**src/rtl/aes_block_loader.sv**
```systemverilog
// Byte-stream loader for an AES-128 core: assembles 16-byte keys and plaintext
// blocks MSB-first, pads the final block (PKCS#7 or zeros) and hands blocks off.
module aes_block_loader #(
  parameter int PAD_EN = 1
) (
  input  logic         clk,
  input  logic         rst_n,
  input  logic [7:0]   in_data,
  input  logic         in_valid,
  output logic         in_ready,
  input  logic         in_last,
  input  logic         in_is_key,
  output logic [127:0] key_out,
  output logic         key_valid,
  output logic [127:0] blk_out,
  output logic         blk_valid,
  input  logic         blk_ready,
  output logic         blk_last,
  output logic         err
);

  localparam logic [1:0] FILL = 2'd0;
  localparam logic [1:0] PAD  = 2'd1;
  localparam logic [1:0] XPAD = 2'd2;
  localparam logic [1:0] HOLD = 2'd3;

  localparam bit PKCS = (PAD_EN != 0);

  logic [1:0]   state;
  logic [4:0]   dcnt;
  logic [4:0]   kcnt;
  logic         pend_xpad;
  logic         run;
  logic [7:0]   pad_val;
  logic [127:0] key_acc;

  // Byte n lands at bit offset 8*(15-n); the 4-bit complement gives 15-n.
  logic [6:0] dpos;
  logic [6:0] kpos;
  logic       in_fire;

  assign dpos    = {~dcnt[3:0], 3'b000};
  assign kpos    = {~kcnt[3:0], 3'b000};
  assign in_fire = in_valid && in_ready;

  // run keeps in_ready low until the first edge after reset release.
  assign in_ready  = run && (state == FILL);
  assign blk_valid = (state == HOLD);

  always_ff @(posedge clk or negedge rst_n) begin
    if (!rst_n) begin
      state     <= FILL;
      dcnt      <= 5'd0;
      kcnt      <= 5'd0;
      pend_xpad <= 1'b0;
      run       <= 1'b0;
      pad_val   <= 8'd0;
      key_acc   <= 128'd0;
      key_out   <= 128'd0;
      key_valid <= 1'b0;
      blk_out   <= 128'd0;
      blk_last  <= 1'b0;
      err       <= 1'b0;
    end else begin
      run       <= 1'b1;
      key_valid <= 1'b0;
      case (state)
        FILL: begin
          if (in_fire) begin
            if (in_is_key) begin
              if (dcnt != 5'd0) begin
                err <= 1'b1;
              end else if (kcnt == 5'd15) begin
                key_out   <= {key_acc[127:8], in_data};
                key_valid <= 1'b1;
                kcnt      <= 5'd0;
              end else begin
                key_acc[kpos +: 8] <= in_data;
                kcnt               <= kcnt + 5'd1;
              end
            end else if (kcnt != 5'd0) begin
              err <= 1'b1;
            end else begin
              blk_out[dpos +: 8] <= in_data;
              dcnt               <= dcnt + 5'd1;
              if (dcnt == 5'd15) begin
                state     <= HOLD;
                blk_last  <= in_last && !PKCS;
                pend_xpad <= in_last && PKCS;
              end else if (in_last) begin
                state   <= PAD;
                pad_val <= PKCS ? 8'(5'd15 - dcnt) : 8'd0;
              end
            end
          end
        end
        PAD: begin
          blk_out[dpos +: 8] <= pad_val;
          dcnt               <= dcnt + 5'd1;
          if (dcnt == 5'd15) begin
            state    <= HOLD;
            blk_last <= 1'b1;
          end
        end
        XPAD: begin
          // A full final block under PKCS#7 needs a whole block of 0x10 after it.
          blk_out   <= {16{8'h10}};
          blk_last  <= 1'b1;
          pend_xpad <= 1'b0;
          state     <= HOLD;
        end
        default: begin
          if (blk_ready) begin
            dcnt  <= 5'd0;
            state <= pend_xpad ? XPAD : FILL;
          end
        end
      endcase
    end
  end

endmodule

```
**config.mk**
```make
export PLATFORM = sky130hd
export DESIGN_NAME = aes_block_loader
export DESIGN_NICKNAME = d
export VERILOG_FILES = /design/src/rtl/aes_block_loader.sv
export SDC_FILE = /design/constraint.sdc
export NUM_CORES = 1
export LEC_CHECK = 0
export CORE_UTILIZATION = 30
export CTS_CLUSTER_SIZE = 40
export DETAILED_ROUTE_END_ITERATION = 12
export SYNTH_ARGS = -nofsm -noshare
export SYNTH_HDL_FRONTEND = slang
export SYNTH_SLANG_ARGS = --single-unit
```
**constraint.sdc**
```tcl
create_clock -name clk -period 2.8 [get_ports clk]
set_clock_uncertainty 0.05 [all_clocks]
set_input_delay 0.42 -clock clk [delete_from_list [all_inputs] [get_ports clk]]
set_output_delay 0.42 -clock clk [all_outputs]
set_load 0.05 [all_outputs]
```
; ---- Yosys cells after proc, flatten, opt, wreduce, memory -nomap -nowiden
; Cells that the tools add are included.
[totals]
output_inout_bits = 261
input_bits = 14
regBits = 409
elab_cells = 103
[classes]
bitwise_logic = 8
eq_ne = 12
muxes = 41
n_reduce_logical = 20
addsub = 5
shift = 5
[op_table]
columns = cell, n
row1 = $bwmux W128, 3
row2 = $mux W128, 3
row3 = $pmux W128 S3, 1
row4 = $shiftx A8 B9 Y128, 3
row5 = $shift A8 B9 Y128 const A, 2
row6 = $mux W5, 5
row7 = $reduce_and A5 Y1, 4
row8 = $neg A7 Y9, 2
row9 = $reduce_and A6 Y1, 3
row10 = $mux W1, 17
row11 = $mux W2, 8
row12 = $pmux W5 S3, 1
row13 = $reduce_and A4 Y1, 3
row14 = $add A5 B1 Y5 const B, 2
row15 = $eq A5 B4 Y1 const B, 2
row16 = $reduce_bool A5 Y1, 2
row17 = $ne A2 B2 Y1 const B, 4
row18 = $not A4 Y4, 2
row19 = $not A1 Y1, 6
row20 = $pmux W2 S3, 1
row21 = $reduce_bool A3 Y1, 2
row22 = $sub A4 B5 Y6 const A, 1
row23 = $eq A2 B2 Y1 const B, 2
row24 = $ne A2 B1 Y1 const B, 2
row25 = other kinds (8), 10

; ---- Logic depth before layout (Yosys ltp)
; Gate-level depths: netlist (run 1).
[logic_depth]
depth_word = 8
depth_mapped = 13
mapped_depth_nobuf = 8

; ---- Least setup slack after synthesis (run 1)
; OpenSTA, ideal clock, no wires.
[synth_path]
kind = register to register
startpoint = register dcnt[0]
endpoint = register key_acc[100]
path_buffers = 4
path_stages_with_launch = 12
period_less_slack_ns = 2.649
t_required_ns = 2.625
slack_ns = 0.151
t_arrival_ns = 2.474
setup_ns = 0.125
cell_sequence = dfrtp_1 buf_2 inv_1 ha_1 nor2b_1 clkbuf_2 and4_4 buf_6 nand2_4 or4_4 buf_6 mux2_4
[synth_between]
elab_chain_cells = 3
[synth_rtl]
columns = item, line_no
row1 = from (decl), 30  ; logic [4:0] dcnt;
row2 = from (signal assigned), 85  ; dcnt <= dcnt + 5'd1;
row3 = from (signal assigned), 99  ; dcnt <= dcnt + 5'd1;
row4 = $reduce_bool A5 Y1, 71  ; if (dcnt != 5'd0) begin
row5 = $not A1 Y1 (no line), -
row6 = $reduce_and A5 Y1 (no line), -
row7 = "to (signal, indexed assignment)", 78  ; key_acc[kpos +: 8] <= in_data;
row8 = to (decl), 35  ; logic [127:0] key_acc;
; Every way passes these cells.
; A chain may end at the register's enable or synchronous reset.

; ---- Worst setup path after layout (run 1)
[layout_path]
startpoint = register dcnt[1]
endpoint = register key_acc[99]
; Same word-level chain as after synthesis.

==> metrics.md, run 1 <==
| Metric | Value |
|---|---|
| Core box area | 57590 sq um |
| Crit end category | register |
| Worst-Margin Slew | 1.037 ns |
| Power after layout | 0.02215 W |
| Final Util | 0.4065 |
| Vias per inst | 5.107 |
| Post-synth EDFFs | 0 |
| Pre-antenna DRT Iters | 5 |
| Commonest cells post-synth | 448 x nand2_1, 398 x dfrtp_1, 117 x mux2_2 |
| Top cell type's share of synthesized area | 0.5703 |
| PwrDens | 946.1 nW/um^2 |
| Antenna cells | 0 |
| Kind of critical path | register to register |
| Endpoints failing hold | 0 |
| # DRC | 0 |
| DIE WIDTH | 243.3 um |
| Die area | 59180 sq um |
| Dpl ws | -0.004220 ns |
| P_leak | 11.14 nW |
| Port Buffers | 274 |
| Row count | 88 |
| Syn Area/Cell | 10.32 sq um |
| Fin crit period | 2.661 ns |
| Largest net degree at the start of global routing | 78 |
| Sequential share of the synthesized area | 0.5703 |
| Comb power frac | 0.402 |
| WL final | 59930 um |
| Worst vdd ir | 665.1 uV |
| Max-cap violations | 0 |
| Req. time, crit path | 3.22 ns |
| FF+latch count, synth | 398 |
| Final WS setup | 0.1393 ns |
| Clock Latency Late Sink | 0.59 ns |
| Root Driver | clkbuf_16 |
| Post-DP HPWL | 43190 um |
| Outcome | finished clean |
| Final Slew Violations | 0 |
| Layout cells sized above 1 | 0.1684 |
| Setup TNS | 0 ns |
| WL/cell | 21.21 um |
| Number of global-route vias before repair | 14.67k |
| Final net count | 2052 |
| Dominant synthesized flop cell | dfrtp_1 |
| Initial antenna violation count | 3 |
| Synth area leader | dfrtp_1 |
| Clock power share | 0.288 |
| NetSw | 0.008949 W |
| Startpoint Class | register |
| Yosys cell types | 75 |
| Sequential fraction of design power | 0.310 |
| GPL Wtd Cong | 0.9199 |
| Clock sink total | 398 |
| Clk buf depth | 3 |
| Setup bufs post-CTS | 0 |
| Ys Warns | 0 |
| Crit path max fanout | 8 |
| Worst Hold Class | input port to async pin |
| Synth area leaders | dfrtp_1 57%, nand2_1 9.6%, mux2_2 7.5% |
| Height of the chip | 243.3 um |
| Cells after Synth | 1692 |
| Ports | 275 |
| # H-tree levels | 2 |
| Tot GR Track Use | 0.2023 |
| Net Sw Frac | 0.4041 |
| Syn-to-layout area delta | 34.05% |
| Power Internal | 0.01320 W |
| Asr flop ratio synth | 1.000 |
| Syn Std Cell Area | 17460 sq um |
| Syn nets | 1716 |
| Drt initial violations | 1353 |
| Num CTS Buffers | 46 |
| FMAX | 375.8 MHz |
| Slew HR | 0.2997 |
| Final period utilization | 0.9502 |
| Dominant cell by count in the synthesized netlist | nand2_1 |
| RSZ-0062 raised after global routing | false |
| TritonCTS clock tree | done |
| Final Setup Violations | 0 |
| WP data arrival | 3.08 ns |
| Grt ovf | 0 |
| Total number of vias | 14.43k |
| Starting Density | 0.3033 |
| First-pass GRT wire length | 91690 um |
| Clock Pin Slew Worst Setup and Hold Paths | 0.06 ns |
| DRT antenna net count | 0 |
final timing paths:
path	slack, ns	startpoint	endpoint	cells after the start
worst max-delay path	0.14	dcnt[1]	key_acc[99]	8
worst min-delay path	0.33	rst_n	key_out[78]	2
worst max register to register	0.14	dcnt[1]	key_acc[99]	8
worst min register to register	0.40	key_acc[67]	key_out[67]	2
max in group asynchronous	1.53	rst_n	blk_out[110]	3
min in group clk	0.40	key_acc[67]	key_out[67]	2
critical path: stages (launching register included):
cell	delay, ns
dfrtp_1	0.42
inv_1	0.16
ha_1	0.24
nor2b_2	0.24
buf_4	0.16
and4_4	0.30
nand2_4	0.06
or4_4	0.58
mux2_4	0.34
what timing repair did:
item,in CTS,in global routing
hold endpoints to repair,50,0
resized for setup,0,4
hold buffers,1,0
endpoints found under the setup margin,0,63
flip-flops by register name, summed over array words and instances, names as in the netlist:
register   count
blk_last       1
kcnt           5
run            1
key_out      128
pend_xpad      1
key_acc      120
key_valid      1
dcnt           5
pad_val        5
state          2
blk_out      128
err            1
stage by stage:
step                hold slack [ns]  instance area, sq um  std cells
finish                       0.3292                 23410       2826
global route                 0.3558                 23410       2826
CTS                          0.3234                 23390       2826
detailed placement           0.3618                 21770       2744
global placement             0.3554                 21770       2744
floorplan                   0.07441                 17460       1692
cells in the final DEF (no fill, tap or decap), drive strengths merged, types with 29 or more instances in the layout:
cell type,netlist,layout
mux2,125,125
dfrtp,398,398
nand2,449,449
clkbuf,78,65
buf,20,114
a21oi,85,85
nor2b,29,29
o21ai,73,73
nor2,92,92
nand3,35,35
clkdlybuf4s50,0,271
o22a,34,34
routing by layer:
metal  up-vias  wire, um  global-route usage
met3       102      4241             0.04010
met5         -         0                   0
met1      7229     26550              0.2775
li1       6530         -                   -
met2       572     27410              0.3203
met4         0      1724             0.06419
logic make-up (layout without fill, tap and decap cells):
| logic type | Yosys count | in the layout | share of synthesized area |
|---|---|---|---|
| AOI/OAI and AO/OA | 336 | 336 | 0.1324 |
| and+or+nand+nor | 688 | 688 | 0.1728 |
| xor gates and xnor gates | 5 | 5 | 0.002508 |
| muxes | 130 | 130 | 0.08519 |
| adders and majority gates | 10 | 10 | 0.007165 |
| DFF | 398 | 398 | 0.5703 |
| buffers and inverters | 124 | 493 | 0.02938 |
| other | 1 | 1 | 0.0002147 |
power by group through the flow:
stage                     sequential (W)  clock (W)  combinational, W
after floorplan                  0.00791          0           0.00426
after global placement           0.00693          0           0.00868
after detailed placement         0.00693          0           0.00878
after CTS                        0.00685    0.00656           0.00883
after global routing             0.00692    0.00680           0.00950
final                            0.00686    0.00638           0.00891
layout make-up:
type                       instances  area, sq um
clock buffer                      65         1333
inverter                          26        100.1
tap                              765        957.2
fill                            5494        34180
clock inverter                    16        284.0
sequential                       398         9960
multi-input combinational       1170         7014
timing repair buffer             386         3761
(Power assumes the default switching activity.)
==> run 2, diff against run 1 <==
Settings changed: ABC_CLOCK_PERIOD_IN_PS from default to 2800, PLACE_DENSITY from default to 0.5.
==> run 2 against run 1 <==
Effect of this change:
- first-iteration DRC count rose by 0.37%
- count of clock-buffer cells in the layout grew 7
- flip-flop and latch count is the same
- via count shrank 1.2%
- sequential share of layout area rose by 0.34 points
- non-clock buffer count down 11
- clock power shrank 2%
- highest routed layer unchanged
==> metrics.md, run 2 (same netlist as run 1, synthesis figures left out) <==
| Metric | Value |
|---|---|
| Ports | 275 (unchanged) |
| Startpoint Class | register (unchanged) |
| Vias per inst | 5.061 (was 5.107) |
| Crit path max fanout | 11 (was 8) |
| Syn-to-layout area delta | 32.98% (was 34.05%) |
| # H-tree levels | 2 (unchanged) |
| Clock Pin Slew Worst Setup and Hold Paths | 0.07 ns (was 0.06 ns) |
| RSZ-0062 raised after global routing | false (unchanged) |
| Row count | 88 (unchanged) |
| Placed Cells | 2733 (was 2744) |
| Total number of vias | 14.27k (was 14.43k) |
| Clk buf depth | 3 (unchanged) |
| Largest regs | blk_out (128), key_out (128), key_acc (120) (unchanged) |
| First-pass GRT wire length | 93780 um (was 91690 um) |
| WP data arrival | 3.09 ns (was 3.08 ns) |
| Pre-antenna DRT Iters | 5 (unchanged) |
| Req. time, crit path | 3.20 ns (was 3.22 ns) |
| Net Sw Frac | 0.4083 (was 0.4041) |
| Root Driver | clkbuf_16 (unchanged) |
| Die area | 59180 sq um (unchanged) |
| P_leak | 11.04 nW (was 11.14 nW) |
| TritonCTS clock tree | done (unchanged) |
| Grt ovf | 0 (unchanged) |
| Slew HR | 0.2885 (was 0.2997) |
| Non-filler cells, final | 2819 (was 2826) |
| Commonest non-fill, non-tap cell in the layout | nand2_1 (unchanged) |
| Area occupied by multi-input gates | 7002 sq um (was 7014 sq um) |
| Most frequent cells in the layout | 448 x nand2_1, 398 x dfrtp_1, 271 x clkdlybuf4s50_1 (unchanged) |
| Setup TNS | 0 ns (unchanged) |
| DIE WIDTH | 243.3 um (unchanged) |
| Height of the chip | 243.3 um (unchanged) |
| WL/cell | 21.87 um (was 21.21 um) |
| Power Internal | 0.01301 W (was 0.01320 W) |
| DRT antenna net count | 0 (unchanged) |
| Fin crit period | 2.689 ns (was 2.661 ns) |
| Layout cells sized above 1 | 0.1617 (was 0.1684) |
| Sequential fraction of design power | 0.311 (was 0.310) |
| Post-DP HPWL | 43740 um (was 43190 um) |
| Clock Latency Late Sink | 0.60 ns (was 0.59 ns) |
| Number of global-route vias before repair | 14.68k (was 14.67k) |
| Fill cell count | 5638 (was 5494) |
| Worst-Margin Slew | 1.054 ns (was 1.037 ns) |
| Final Slew Violations | 0 (unchanged) |
| Cell area after layout | 23220 sq um (was 23410 sq um) |
| # DRC | 0 (unchanged) |
| Placed cell area | 21630 sq um (was 21770 sq um) |
| Max-cap violations | 0 (unchanged) |
| Worst Hold Class | input port to async pin (unchanged) |
| Clock power share | 0.285 (was 0.288) |
| Starting Density | 0.3033 (unchanged) |
| Largest net degree at the start of global routing | 81 (was 78) |
| Final Util | 0.4033 (was 0.4065) |
| Outcome | finished clean (unchanged) |
| Num CTS Buffers | 46 (unchanged) |
| Clock sink total | 398 (unchanged) |
| Final period utilization | 0.9604 (was 0.9502) |
| Tot GR Track Use | 0.2071 (was 0.2023) |
| Drt initial violations | 1358 (was 1353) |
| Crit end category | register (unchanged) |
| Comb power frac | 0.404 (was 0.402) |
| Worst vdd ir | 726.9 uV (was 665.1 uV) |
| Kind of critical path | register to register (unchanged) |
| GPL Wtd Cong | 0.8972 (was 0.9199) |
| Port Buffers | 274 (unchanged) |
| WL final | 61640 um (was 59930 um) |
| PwrDens | 946.9 nW/um^2 (was 946.1 nW/um^2) |
| Sequential standard cell area | 9960 sq um (unchanged) |
| FMAX | 371.9 MHz (was 375.8 MHz) |
| Final net count | 2041 (was 2052) |
| NetSw | 0.008979 W (was 0.008949 W) |
| Core box area | 57590 sq um (unchanged) |
| Initial antenna violation count | 3 (unchanged) |
| Endpoints failing hold | 0 (unchanged) |
| Final Setup Violations | 0 (unchanged) |
## run 2: layout make-up
| cell class | instances | area share |
|---|---|---|
| well taps | 765 | 0.04122 |
| clock inverters | 12 | 0.007920 |
| clock buffers | 72 | 0.05981 |
| diodes | 1 | 0.0001078 |
| inverters | 26 | 0.004310 |
| repair buffers | 375 | 0.1562 |
| multi-input cells | 1170 | 0.3015 |
| flip-flops and latches | 398 | 0.4289 |
## run 2: final timing paths
path / start / endpoint / slack (ns) / depth (start not counted)
min: rst_n / key_out[43] / 0.36 / 2
min reg2reg: key_acc[64] / key_out[64] / 0.42 / 2
min in group clk: key_acc[64] / key_out[64] / 0.42 / 2
max in group asynchronous: rst_n / blk_out[124] / 1.52 / 3
max: dcnt[0] / blk_out[40] / 0.11 / 8
max reg2reg: dcnt[0] / blk_out[40] / 0.11 / 8
## run 2: per-layer routing
layer	vias to the layer above	routed length [um]	global-route usage
met4	0	1455	0.05919
li1	6510	-	-
met1	7191	27490	0.2819
met5	-	0	0
met3	112	3783	0.04109
met2	453	28910	0.3331
## run 2: what timing repair did
item,4_1_cts,5_1_grt
buffers inserted,0,0
hold buffers,1,0
endpoints found under the hold margin,54,0
resized for setup,0,3
setup endpoints to repair,0,5
## run 2: power groups by stage
stage / registers [W] / clock network [W] / logic (W)
2_1_floorplan: 0.00791 / 0 / 0.00426
3_3_place_gp: 0.00692 / 0 / 0.00870
3_5_place_dp: 0.00691 / 0 / 0.00879
4_1_cts: 0.00683 / 0.00643 / 0.00884
5_1_grt: 0.00690 / 0.00665 / 0.00947
6_report: 0.00684 / 0.00626 / 0.00889
## run 2: critical path, cell delays in order (launching register included)
cell	delay, ns
dfrtp_1	0.44
ha_1	0.26
buf_4	0.18
nand2_1	0.09
o41ai_1	0.38
buf_4	0.29
and4_2	0.34
nor2_1	0.13
o32a_1	0.37
## run 2: stage by stage
| stage | worst slack, ns | power (W) | hold slack [ns] |
|---|---|---|---|
| 2_1_floorplan | 0.1509 | 0.01216 | 0.07441 |
| 3_3_place_gp | 0.1250 | 0.01561 | 0.3772 |
| 3_5_place_dp | 0.07496 | 0.01570 | 0.3770 |
| 4_1_cts | 0.1323 | 0.02210 | 0.3548 |
| 5_1_grt | 0.02421 | 0.02302 | 0.3870 |
| 6_report | 0.1110 | 0.02199 | 0.3590 |
